File: config.mk
export PLATFORM = sky130hd
export DESIGN_NAME = uart_tx_fifo
export DESIGN_NICKNAME = d
export VERILOG_FILES = /design/src/rtl/uart_tx_fifo.sv
export SDC_FILE = /design/constraint.sdc
export NUM_CORES = 1
export LEC_CHECK = 0
export ABC_CLOCK_PERIOD_IN_PS = 2800
export BUFFER_PORTS_ARGS = -buffer_cell sky130_fd_sc_hd__buf_2
export CORE_ASPECT_RATIO = 1.4
export CORE_MARGIN = 3
export CORE_UTILIZATION = 25
export CTS_CLUSTER_DIAMETER = 200
export DETAILED_ROUTE_END_ITERATION = 12
export SLEW_MARGIN = 10
export SYNTH_ARGS = -nofsm -noshare
export SYNTH_HDL_FRONTEND = slang
export SYNTH_SLANG_ARGS = --single-unit
File: constraint.sdc
create_clock -name MAX10_CLK1_50 -period 2.8 [get_ports MAX10_CLK1_50]
set_input_delay 0.56 -clock MAX10_CLK1_50 [delete_from_list [all_inputs] [get_ports MAX10_CLK1_50]]
set_output_delay 0.56 -clock MAX10_CLK1_50 [all_outputs]
set_load 0.01 [all_outputs]
File: src/rtl/uart_tx_fifo.sv
// Byte FIFO in front of uart_tx: buffers producer writes and launches one frame at a time
// over the DV/Done handshake. Only one byte is ever outstanding at the serialiser.
module uart_tx_fifo #(
  parameter int DEPTH  = 16,
  parameter int ADDR_W = 4
) (
  input  logic              MAX10_CLK1_50,
  input  logic              rst,
  input  logic              wr_en,
  input  logic [7:0]        wr_data,
  output logic              full,
  output logic              empty,
  output logic [ADDR_W:0]   count,
  output logic              overflow,
  output logic              busy,
  output logic              o_Tx_DV,
  output logic [7:0]        o_Tx_Byte,
  input  logic              i_Tx_Active,
  input  logic              i_Tx_Done
);

  typedef enum logic [2:0] {IDLE, LOAD, START, WAIT_DONE, GAP} state_t;

  localparam logic [ADDR_W:0] FULL_CNT = (ADDR_W+1)'(DEPTH);

  state_t            state;
  logic [7:0]        mem [DEPTH];
  logic [ADDR_W-1:0] wr_ptr;
  logic [ADDR_W-1:0] rd_ptr;
  logic              wr_ok;
  logic              rd_ok;

  assign full  = (count == FULL_CNT);
  assign empty = (count == '0);
  assign busy  = (state != IDLE);

  // full is taken from the registered count, so a pop in LOAD never frees a slot for the same cycle
  assign wr_ok = wr_en & ~full;
  assign rd_ok = (state == LOAD);

  always_ff @(posedge MAX10_CLK1_50) begin
    if (wr_ok) mem[wr_ptr] <= wr_data;
  end

  always_ff @(posedge MAX10_CLK1_50 or posedge rst) begin
    if (rst) begin
      wr_ptr   <= '0;
      rd_ptr   <= '0;
      count    <= '0;
      overflow <= 1'b0;
    end else begin
      overflow <= wr_en & full;
      if (wr_ok) wr_ptr <= wr_ptr + 1'b1;
      if (rd_ok) rd_ptr <= rd_ptr + 1'b1;
      case ({wr_ok, rd_ok})
        2'b10:   count <= count + 1'b1;
        2'b01:   count <= count - 1'b1;
        default: count <= count;
      endcase
    end
  end

  // IDLE also waits on i_Tx_Active so a frame left running across our reset finishes first
  always_ff @(posedge MAX10_CLK1_50 or posedge rst) begin
    if (rst) begin
      state     <= IDLE;
      o_Tx_DV   <= 1'b0;
      o_Tx_Byte <= 8'h00;
    end else begin
      o_Tx_DV <= 1'b0;
      case (state)
        IDLE: begin
          if (!empty && !i_Tx_Active) state <= LOAD;
        end
        LOAD: begin
          o_Tx_Byte <= mem[rd_ptr];
          o_Tx_DV   <= 1'b1;
          state     <= START;
        end
        START: begin
          state <= WAIT_DONE;
        end
        WAIT_DONE: begin
          if (i_Tx_Done) state <= GAP;
        end
        GAP: begin
          state <= IDLE;
        end
        default: begin
          state <= IDLE;
        end
      endcase
    end
  end

endmodule

==> reports/metrics.sh <==
P_PER_AREA_nW_PER_UM2=1010
FINALSETUPVIOLCOUNT=0
WORST_CLOCK_SKEW_PS=9.89
FINALWORSTPATHREQUIREDPERIOD_PS=2560
CTS_BUFFERS=17
GRT_PASS1_VIAS=3522
SYNTH.YOSYS.SEQ_AREA_SHARE_PCT=71.7
GLOBAL_ROUTE.USAGE.TOTAL_PCT=9.89
DIODES=0
HOLD_REMOVAL_PATH_CLASS='input pin to asynchronous set/reset pin'
DIE_AREA_UM2=27100
GRT_MAX_DEGREE=24
IO_BUFFER_COUNT=30
IO_PINS=31
TIGHTEST_SLEW_PS=754
PLACEMENT_ROWS=68
GRT_PASS1_WL_UM=20200
MAXIMUM_BUFFER_DEPTH_OF_THE_CLOCK_TREE=2
FMAX_MHz=391
CTS_RESIZED=0
GRT_SETUP_UNREPAIRED='no'
WL_UM=13100
SYNTH.TOP_CELL.AREA_SHARE_PCT=61.3
CLOCK_ROOT_BUFFER='sky130_fd_sc_hd__clkbuf_16'
WIRE_PER_INST_UM=17.2
SYNTH_FP_NETS=402
PATH_CLK_SLEW_PS=70
AVGSYNTHCELLAREA_UM2=16.5
HOLD_VIOLATIONS=0
SYNTH_CELLS=380
LAYOUT_SETUP_WS_PS=240
YOSYS.AREA.TOP_TYPE='sky130_fd_sc_hd__edfxtp_1'
DR.PASS1.ITERS=4
DETAIL-ROUTE-ANTENNA-NETS=0
TOTALPOWERFINAL_mW=7.47
ANTENNA_FOUND_INITIAL=0
SETUP-TNS-FINAL_PS=0
CLOCK_SINK_COUNT=154
SYN_AREA_UM2=6270
WORST_SLEW_MARGIN_PCT=49.7
DRT_ITER0_MARKERS=280
FINAL_LAYOUT_SIZE_SUFFIX_GT1_SHARE_PCT=22.9
SYNTH-ASYNC-RESET-RATIO_PCT=16.9
MOSTFREQUENTLAYOUTCELL='sky130_fd_sc_hd__edfxtp_1'
CRIT_PATH_MAX_INCR_DELAY_PS=510
INITIAL_CORE_UTIL_PCT=25.4
FINAL.PERIOD_UTILIZATION_PCT=91.4
NETS=451
CLOCK_LATENCY_LATE_SINK_PS=420
FINISH.UTILIZATION_PCT=30.1
TRITONCTS_CLOCK_TREE='built'
CRITICALPATHCATEGORY='flip-flop to flip-flop'
IR_DROP_uV=635
PATH_CELLS='or3b_4 -> clkinv_2 -> ha_1 -> xor2_1 -> ha_1 -> o211a_1 -> o31ai_1 -> a31oi_1 -> xor2_1'
SYNTH_ENABLE_FLOP_CELLS=128
SYN2LAYOUT_AREA_GROWTH_PCT=18.4
CTS.HOLD.BUFFERS_ADDED=0
P_LEAK_nW=2.70
DIE_X_UM=140
MAXSLEWVIOLCOUNT=0
TIMING.MAX_CAP.VIOLATIONS=0
NUM_VIAS=3349
CRITICAL_PATH.ENDPOINT_TYPE='flip-flop'
FINAL_CELL_COUNT_NO_FILL=757
REQUIRED_PS=3090
CRIT_SLOWEST_CELL='sky130_fd_sc_hd__or3b_4'
TIMING.CRITICAL_PATH.FANOUT_MAX=12
SYNTH_TOP_FLOP_CELL='sky130_fd_sc_hd__edfxtp_1'
SYNTH_CELL_TYPE_COUNT=43
SYNTH-SEQ-CELLS=154
HTREE_LEVELS=4
DP.CELLS=725
NUM-FILL-CELLS=2405
CRITPATHARRIVALTIME_PS=2850
DRC_ERRORS=0
CORE_AREA_UM2=24700
OUTCOME='complete, no violations'
MOST_USED_CELLS_IN_THE_LAYOUT_EXCLUDING_FILL_AND_TAP_CELLS='sky130_fd_sc_hd__edfxtp_1, sky130_fd_sc_hd__mux2i_1, sky130_fd_sc_hd__buf_2'
DETAILED_PLACE_HPWL_UM=8710
POSTCTSSETUPREPAIRBUFS=0
DIE_H_UM=193
SYNTHESIS.YOSYS.WARNINGS=0
CRIT_PATH_START_KIND='flip-flop'
GP_CONGESTION=0.831
DRT-VIAS-PER-INSTANCE=4.42
GRT-OVFL-TOTAL=0
DETAILEDPLACE.WORSTSLACK_PS=266
SYNTH_TOP_CELLS_BY_AREA='sky130_fd_sc_hd__edfxtp_1, sky130_fd_sc_hd__dfrtp_1, sky130_fd_sc_hd__mux2i_1, sky130_fd_sc_hd__a22oi_1, sky130_fd_sc_hd__mux4_2'
[logic make-up after synthesis]
group           count (synthesis)  synth area share [%]
compound gates                 53                  6.26
mux                            58                  10.7
xor+xnor                       11                  1.54
simple gates                   67                  5.51
flops                         154                  71.7
fa+ha+maj                       9                  1.80
buf+inv                        28                  2.57
[worst max-delay path, delay by kind of cell, from the launching register on]
| kind | cells | cell delay (ps) |
|---|---|---|
| flops | 1 | 420 |
| compound gates | 3 | 490 |
| fa+ha+maj | 2 | 590 |
| xor+xnor | 2 | 300 |
| buf+inv | 1 | 130 |
| simple gates | 1 | 510 |
[metal layers]
layer | track usage (%) | share of wire, %
met1 | 12.3 | 42
met2 | 16.2 | 51
met3 | 2.42 | 4.4
met4 | 4.45 | 2.8
met5 | 0 | 0
[synthesized netlist by cell type, types with 3 or more instances]
master                     number
sky130_fd_sc_hd__clkbuf_1       3
sky130_fd_sc_hd__xor2_1         4
sky130_fd_sc_hd__a21oi_1        4
sky130_fd_sc_hd__nor2_1        16
sky130_fd_sc_hd__nand2_1       20
sky130_fd_sc_hd__edfxtp_1     128
sky130_fd_sc_hd__mux4_2         7
sky130_fd_sc_hd__ha_1           9
sky130_fd_sc_hd__buf_2         11
sky130_fd_sc_hd__o21ai_0        4
sky130_fd_sc_hd__nand2b_1       3
sky130_fd_sc_hd__o211ai_1       7
sky130_fd_sc_hd__mux2i_1       50
sky130_fd_sc_hd__a32oi_1        7
sky130_fd_sc_hd__buf_6          5
sky130_fd_sc_hd__nand3_1        5
sky130_fd_sc_hd__xnor2_1        7
sky130_fd_sc_hd__nor2b_1        4
sky130_fd_sc_hd__nor3_1         4
sky130_fd_sc_hd__a22oi_1       25
sky130_fd_sc_hd__dfrtp_1       26
sky130_fd_sc_hd__inv_1          5
[registers in the layout, summed over array words and instances, names as in the netlist]
signal     cells
rd_ptr         4
state          3
mem          128
o_Tx_DV        1
o_Tx_Byte      8
count          5
overflow       1
wr_ptr         4
[layout make-up]
| type | instances | area, µm² | share of cell area [%] |
|---|---|---|---|
| Clock buffer | 17 | 425 | 5.73 |
| Clock inverter | 15 | 141 | 1.90 |
| Multi-Input combinational cell | 198 | 1620 | 21.8 |
| Sequential cell | 154 | 4500 | 60.6 |
| Timing Repair Buffer | 52 | 328 | 4.41 |
| Tap cell | 315 | 394 | 5.31 |
| Inverter | 6 | 23.8 | 0.320 |
[worst paths after layout]
| check | slack [ps] | to | from | depth (start not counted) |
|---|---|---|---|---|
| min reg2reg | 510 | state[2] | state[2] | 1 |
| min in group MAX10_CLK1_50 | 390 | overflow | wr_en | 2 |
| min | 260 | overflow | rst | 2 |
| max in group asynchronous | 1920 | count[1] | rst | 3 |
| max reg2reg | 240 | count[4] | state[2] | 9 |
| max | 240 | count[4] | state[2] | 9 |
[power breakdown]
part | switching, mW | total, mW | internal, mW
Combinational | 1.14 | 2.05 | 0.903
Clock | 0.933 | 2.17 | 1.24
Sequential | 0.389 | 3.25 | 2.87
Total | 2.47 | 7.47 | 5.01
[stage by stage]
| step | hold slack, ps | area, µm² |
|---|---|---|
| final | 256 | 7430 |
| after global routing | 307 | 7430 |
| after CTS | 259 | 7430 |
| after detailed placement | 502 | 6860 |
| after global placement | 474 | 6860 |
| after floorplan | 457 | 6270 |
Note: power is estimated with default switching activity, not from simulation.
